[src/rtl/snake_pkg.sv]
// Shared encodings for the snake step pacer: speed channel selects, FSM states, widths.
package snake_pkg;

    localparam int unsigned PEND_W = 3;
    localparam int unsigned CNT_W  = 16;

    localparam logic [1:0] SPD_1HZ  = 2'd0;
    localparam logic [1:0] SPD_2HZ  = 2'd1;
    localparam logic [1:0] SPD_5HZ  = 2'd2;
    localparam logic [1:0] SPD_40HZ = 2'd3;

    typedef enum logic [2:0] {
        IDLE  = 3'd0,
        WAIT  = 3'd1,
        REQ   = 3'd2,
        GAP   = 3'd3,
        PAUSE = 3'd4
    } pacer_state_e;

endpackage

[src/rtl/snake_step_pacer_if.sv]
// Pacer bus: divider square waves and game controls in, step handshake and status out.
interface snake_step_pacer_if;
    import snake_pkg::*;

    logic              HZ1;
    logic              HZ2;
    logic              HZ5;
    logic              HZ40;
    logic [1:0]        speed_sel;
    logic              run;
    logic              pause;
    logic              step_req;
    logic              step_ack;
    logic [PEND_W-1:0] pending;
    logic              overrun;
    logic [CNT_W-1:0]  tick_count;

    modport master (
        output HZ1, HZ2, HZ5, HZ40, speed_sel, run, pause, step_ack,
        input  step_req, pending, overrun, tick_count
    );

    modport slave (
        input  HZ1, HZ2, HZ5, HZ40, speed_sel, run, pause, step_ack,
        output step_req, pending, overrun, tick_count
    );

endinterface

[src/rtl/pacer_edge_sync.sv]
// Two-flop synchronizer plus registered rising-edge pulse for one divider square wave.
module pacer_edge_sync (
    input  logic clk,
    input  logic rst,
    input  logic d_i,
    output logic rise_o
);

    logic       s1_q;
    logic       s2_q;
    logic       prev_q;
    logic [1:0] vld_q;
    logic       rise_q;

    // prev holds 1 until s2 carries real samples, so a high input at reset release is not an edge
    always_ff @(posedge clk or posedge rst) begin
        if (rst) begin
            s1_q   <= 1'b0;
            s2_q   <= 1'b0;
            prev_q <= 1'b1;
            vld_q  <= 2'b00;
            rise_q <= 1'b0;
        end else begin
            s1_q   <= d_i;
            s2_q   <= s1_q;
            vld_q  <= {vld_q[0], 1'b1};
            prev_q <= vld_q[1] ? s2_q : 1'b1;
            rise_q <= s2_q & ~prev_q;
        end
    end

    assign rise_o = rise_q;

endmodule

[src/rtl/snake_step_pacer.sv]
// Turns the selected divider channel into queued, req/ack-paced movement steps.
// Optional acked-step counter: define STEP_PACER_COUNT_EN.
module snake_step_pacer
    import snake_pkg::*;
#(
    parameter int unsigned MISS_MAX = 3
) (
    input  logic               CLKFast,
    input  logic               RST,
    snake_step_pacer_if.slave  bus
);

    localparam logic [2:0]        S_IDLE   = IDLE;
    localparam logic [2:0]        S_WAIT   = WAIT;
    localparam logic [2:0]        S_REQ    = REQ;
    localparam logic [2:0]        S_GAP    = GAP;
    localparam logic [2:0]        S_PAUSE  = PAUSE;
    localparam logic [PEND_W-1:0] PEND_MAX = PEND_W'(MISS_MAX);

    logic [3:0]        rise;
    logic [1:0]        sel_q;
    logic [1:0]        sel_prev_q;
    logic              sel_rise;
    logic              tick;
    logic              accept;
    logic              ack_ok;
    logic [2:0]        state_q,   state_d;
    logic [PEND_W-1:0] pending_q, pending_d;
    logic              overrun_q, overrun_d;
    logic              step_req_q;

    pacer_edge_sync u_sync_1hz  (.clk(CLKFast), .rst(RST), .d_i(bus.HZ1),  .rise_o(rise[0]));
    pacer_edge_sync u_sync_2hz  (.clk(CLKFast), .rst(RST), .d_i(bus.HZ2),  .rise_o(rise[1]));
    pacer_edge_sync u_sync_5hz  (.clk(CLKFast), .rst(RST), .d_i(bus.HZ5),  .rise_o(rise[2]));
    pacer_edge_sync u_sync_40hz (.clk(CLKFast), .rst(RST), .d_i(bus.HZ40), .rise_o(rise[3]));

    always_comb begin
        sel_rise = 1'b0;
        case (sel_q)
            SPD_1HZ:  sel_rise = rise[0];
            SPD_2HZ:  sel_rise = rise[1];
            SPD_5HZ:  sel_rise = rise[2];
            SPD_40HZ: sel_rise = rise[3];
        endcase
    end

    // A freshly switched channel is muted for one cycle so a switch never fakes a tick
    assign tick   = sel_rise & (sel_q == sel_prev_q);
    assign accept = tick & ((state_q == S_WAIT) | (state_q == S_REQ) | (state_q == S_GAP));
    assign ack_ok = bus.step_ack & (state_q == S_REQ);

    always_comb begin
        state_d   = state_q;
        pending_d = pending_q;
        overrun_d = overrun_q;

        case (state_q)
            S_IDLE: begin
                if (bus.run) state_d = S_WAIT;
            end
            S_WAIT: begin
                if (!bus.run)                                  state_d = S_IDLE;
                else if (bus.pause)                            state_d = S_PAUSE;
                else if ((pending_q != '0) || tick)            state_d = S_REQ;
            end
            S_REQ: begin
                if (!bus.run)          state_d = S_IDLE;
                else if (bus.step_ack) state_d = S_GAP;
            end
            S_GAP: begin
                if (!bus.run)                         state_d = S_IDLE;
                else if (bus.pause)                   state_d = S_PAUSE;
                else if ((pending_q != '0) || tick)   state_d = S_REQ;
                else                                  state_d = S_WAIT;
            end
            S_PAUSE: begin
                if (!bus.run)        state_d = S_IDLE;
                else if (!bus.pause) state_d = S_WAIT;
            end
            default: state_d = S_IDLE;
        endcase

        if (accept && !ack_ok) begin
            if (pending_q == PEND_MAX) overrun_d = 1'b1;
            else                       pending_d = pending_q + PEND_W'(1);
        end else if (!accept && ack_ok && (pending_q != '0)) begin
            pending_d = pending_q - PEND_W'(1);
        end

        if (state_d == S_IDLE) begin
            pending_d = '0;
            overrun_d = 1'b0;
        end
    end

    always_ff @(posedge CLKFast or posedge RST) begin
        if (RST) begin
            state_q    <= S_IDLE;
            pending_q  <= '0;
            overrun_q  <= 1'b0;
            step_req_q <= 1'b0;
            sel_q      <= SPD_1HZ;
            sel_prev_q <= SPD_1HZ;
        end else begin
            state_q    <= state_d;
            pending_q  <= pending_d;
            overrun_q  <= overrun_d;
            step_req_q <= (state_d == S_REQ);
            sel_q      <= bus.speed_sel;
            sel_prev_q <= sel_q;
        end
    end

`ifdef STEP_PACER_COUNT_EN
    logic [CNT_W-1:0] cnt_q, cnt_d;

    always_comb begin
        cnt_d = cnt_q;
        if (ack_ok) cnt_d = cnt_q + CNT_W'(1);
    end

    always_ff @(posedge CLKFast or posedge RST) begin
        if (RST) cnt_q <= '0;
        else     cnt_q <= cnt_d;
    end

    assign bus.tick_count = cnt_q;
`else
    assign bus.tick_count = '0;
`endif

    assign bus.step_req = step_req_q;
    assign bus.pending  = pending_q;
    assign bus.overrun  = overrun_q;

endmodule
[src/flat_wrapper.sv]
// flat-port wrapper written by rule: the top's interface ports become plain ports
module snake_step_pacer_flat import snake_pkg::*;
#(
    parameter int unsigned MISS_MAX = 3
)
  (CLKFast, RST, bus_HZ1, bus_HZ2, bus_HZ5, bus_HZ40, bus_speed_sel, bus_run, bus_pause, bus_step_ack, bus_step_req, bus_pending, bus_overrun, bus_tick_count);
  snake_step_pacer_if bus_i ();
  input  logic CLKFast;
  input  logic RST;
  input wire logic [$bits(bus_i.HZ1)-1:0] bus_HZ1;
  input wire logic [$bits(bus_i.HZ2)-1:0] bus_HZ2;
  input wire logic [$bits(bus_i.HZ5)-1:0] bus_HZ5;
  input wire logic [$bits(bus_i.HZ40)-1:0] bus_HZ40;
  input wire logic [$bits(bus_i.speed_sel)-1:0] bus_speed_sel;
  input wire logic [$bits(bus_i.run)-1:0] bus_run;
  input wire logic [$bits(bus_i.pause)-1:0] bus_pause;
  input wire logic [$bits(bus_i.step_ack)-1:0] bus_step_ack;
  output wire logic [$bits(bus_i.step_req)-1:0] bus_step_req;
  output wire logic [$bits(bus_i.pending)-1:0] bus_pending;
  output wire logic [$bits(bus_i.overrun)-1:0] bus_overrun;
  output wire logic [$bits(bus_i.tick_count)-1:0] bus_tick_count;
  assign bus_i.HZ1 = bus_HZ1;
  assign bus_i.HZ2 = bus_HZ2;
  assign bus_i.HZ5 = bus_HZ5;
  assign bus_i.HZ40 = bus_HZ40;
  assign bus_i.speed_sel = bus_speed_sel;
  assign bus_i.run = bus_run;
  assign bus_i.pause = bus_pause;
  assign bus_i.step_ack = bus_step_ack;
  assign bus_step_req = bus_i.step_req;
  assign bus_pending = bus_i.pending;
  assign bus_overrun = bus_i.overrun;
  assign bus_tick_count = bus_i.tick_count;
  snake_step_pacer #(.MISS_MAX(MISS_MAX)) u_core (.CLKFast(CLKFast), .RST(RST), .bus(bus_i));
endmodule
[config.mk]
export PLATFORM = sky130hd
export DESIGN_NAME = snake_step_pacer_flat
export DESIGN_NICKNAME = d
export VERILOG_FILES = /design/src/rtl/snake_pkg.sv /design/src/rtl/snake_step_pacer_if.sv /design/src/rtl/pacer_edge_sync.sv /design/src/rtl/snake_step_pacer.sv /design/src/flat_wrapper.sv
export SDC_FILE = /design/constraint.sdc
export NUM_CORES = 1
export LEC_CHECK = 0
export CAP_MARGIN = 5
export CORE_UTILIZATION = 40
export CTS_CLUSTER_SIZE = 16
export DETAILED_ROUTE_END_ITERATION = 16
export PLACE_DENSITY = 0.78
export SYNTH_ARGS = -nofsm -noshare
export SYNTH_HDL_FRONTEND = slang
export SYNTH_SLANG_ARGS = --single-unit
[constraint.sdc]
create_clock -name CLKFast -period 4.8 [get_ports CLKFast]
set_input_delay 0.72 -clock CLKFast [delete_from_list [all_inputs] [get_ports CLKFast]]
set_output_delay 0.72 -clock CLKFast [all_outputs]
set_load 0.02 [all_outputs]
==> impl_metrics.tcl <==
set metrics [dict create \
    routabilityCongestion 0.818 \
    cpMaxStageDelayCell "clkdlybuf4s50_1" \
    grt_max_degree 31 \
    finalMaxSlewViolations 0 \
    worstSetupStartpoint "bus_step_ack" \
    multi_input_area_um2 498 \
    dp_hpwl_um 1560 \
    clk_latency_ns 0.33 \
    path_cells "clkdlybuf4s50_1 -> and2b_1 -> o221ai_2 -> and2_4 -> inv_2 -> fa_1 -> a2111oi_0 -> o21ai_1 -> o31ai_1" \
    fillers 281 \
    rrSetupSlack_ns 2.53 \
    grt.busiest_layer "met2" \
    clkTransAtPathRegs_ns 0.09 \
    die_area_um2 3580 \
    clk_path_buf_depth 2 \
    rows 20 \
    synthArstFlopShare 1.00 \
    timing.rr.end "u_core.bus.pending[2]$_DFFE_PP0P_" \
    tritoncts "built" \
    yosys_warnings 0 \
    holdBufCountCts 0 \
    worstPathRequired_ns 5.03 \
    timing.final.crit_share 0.560 \
    reg2reg_from "u_core.sel_prev_q[0]$_DFF_PP0_" \
    status "complete, no violations" \
    area_delta_synth_final_pct 16.5 \
    drt_wl_total_um 2090 \
    wire_per_inst_um 11.6 \
    synth_edf_count 0 \
    path_buf_inv 2 \
    drive_gt1_frac 0.176 \
    leakagePower_nw 0.710 \
    ios 32 \
    hold_ws_ns 0.353 \
    fin_util 0.502 \
    grt_antenna_before_repair 0 \
    skew_ns 0.00775 \
    ys_ff_latch 30 \
    netlist_area_um2 1340 \
    grt_pass1_vias 810 \
    yosys.area.top_type_share 0.487 \
    first_iter_violations 37 \
    routed_via_density 4.69 \
    postCtsSetupBuffers 0 \
    placement.cell_area_um2 1480 \
    setup_slack_ns 2.11 \
    pre_cts_slack_ns 1.82 \
    endpoint "u_core.bus.pending[2]$_DFFE_PP0P_" \
    end_kind "flip-flop" \
    layout.nets 147 \
    min_path_type "reg2reg" \
    synth_area_leaders "dfrtp_1 (49%), buf_4 (9.0%), dfstp_2 (7.9%)" \
    start_util 0.431 \
    regArea_um2 756 \
    synthCells 113 \
    crit_arrival_ns 2.92 \
    placedCellCount 171 \
    overflow 0 \
    num_vias 845 \
    final_area_um2 1560 \
    postCtsResizedCells 0 \
    fin_setup_tns_ns 0 \
    final-hold-violation-count 0 \
    die_width_um 59.8 \
    worst-path-stages 9 \
    drc 0 \
    core-area_um2 3100 \
    worst_r2r_path_depth 8 \
    synth.most_common_cell "dfrtp_1" \
    fmax_ghz 0.372 \
    final_cells 180 \
    synth_common_cells "dfrtp_1 (26), buf_4 (16), nor2_1 (10), nand2_1 (6)" \
    critPathKind "in2reg" \
    clock-root-buffer "clkbuf_4" \
    timing.final.crit_period_ns 2.69 \
    gr-usage-met1 0.165 \
    p_total_uw 460 \
    cp_max_fo 4 \
    ys.flop_type "dfrtp_1" \
    port_buffers 15 \
    synth_cell_types 35 \
    cts.htree.levels 2 \
    yosysTopAreaCell "dfrtp_1" \
    diodes 0 \
    grt_pass1_wl_um 3710 \
    power.density_nw_per_um2 296 \
    rsz0062_at_grt "no" \
    use_met3 0.0584 \
    firstDrtPassIters 4 \
    cts_sinks 30 \
    final_antenna_net_count 0 \
    ir_drop_mv 0.240 \
    crit_family "compound AO/OA/AOI/OAI gates" \
    syn_avg_cell_area_um2 11.8 \
    die_h_um 59.8 \
    cpPeakStageDelay_ns 0.46 \
    max_cap_violations 0 \
    setup_viol 0 \
    yosysSeqAreaShare 0.566 \
    grt_util_all_layers 0.147 \
    numCtsBuffers 5 \
    startpoint_type "input port" \
    use_met2 0.254 \
]
## where the power goes
part	switching [mW]	internal, mW	leakage, nW
clock	0.0841	0.0557	0.0320
combinational	0.0280	0.0189	0.309
sequential	0.00862	0.265	0.369
## flip-flops by register name (all words and copies together) (netlist names), 2 cells and up
| signal | cells |
|---|---|
| u_core.sel_prev_q | 2 |
| u_core.u_sync_1hz.vld_q | 2 |
| u_core.bus.pending | 3 |
| u_core.state_q | 3 |
| u_core.sel_q | 2 |
## layer usage
| layer | share of wire | vias to the layer above |
|---|---|---|
| li1 | - | 394 |
| met1 | 0.40 | 417 |
| met2 | 0.52 | 31 |
| met3 | 0.058 | 3 |
| met4 | 0.014 | 0 |
| met5 | 0 | - |
## area by class of cell
class,count,share of cell area
clock buffer,6,0.0265
clock inverter,2,0.00643
inverter,5,0.0121
multi-input combinational,77,0.320
sequential,30,0.486
tap,44,0.0354
timing repair buffer,16,0.114
## worst min path at each step
| stage | start | endpoint | slack [ns] | depth (start not counted) |
|---|---|---|---|---|
| global route | u_core.u_sync_40hz.s1_q$_DFF_PP0_ | u_core.u_sync_40hz.s2_q$_DFF_PP0_ | 0.36 | 0 |
| global placement | u_core.u_sync_5hz.s1_q$_DFF_PP0_ | u_core.u_sync_5hz.s2_q$_DFF_PP0_ | 0.33 | 0 |
| finish | u_core.u_sync_1hz.vld_q[0]$_DFF_PP0_ | u_core.u_sync_1hz.vld_q[1]$_DFF_PP0_ | 0.35 | 0 |
| floorplan | u_core.u_sync_1hz.s1_q$_DFF_PP0_ | u_core.u_sync_1hz.s2_q$_DFF_PP0_ | 0.33 | 0 |
| CTS | u_core.u_sync_1hz.vld_q[0]$_DFF_PP0_ | u_core.u_sync_1hz.vld_q[1]$_DFF_PP0_ | 0.36 | 0 |
| detailed placement | u_core.u_sync_1hz.vld_q[0]$_DFF_PP0_ | u_core.u_sync_1hz.vld_q[1]$_DFF_PP0_ | 0.33 | 0 |
## cell families after synthesis
group / share of synthesized area
fa+ha+maj: 0.0150
simple gates: 0.191
flops: 0.566
compound gates: 0.104
buf+inv: 0.104
other cells: 0.00562
mux: 0.0150
## placed cells by master, fill, tap and decap left out, types with 4 or more instances in the layout
master and n:
nor2_1 10, dfstp_2 4, nand2_1 6, dfrtp_1 26, nor2b_1 5, clkdlybuf4s50_1 15, clkbuf_4 5, inv_1 4
nand2b_1 5, conb_1 17
No activity file was read; power rests on OpenSTA's default activity.
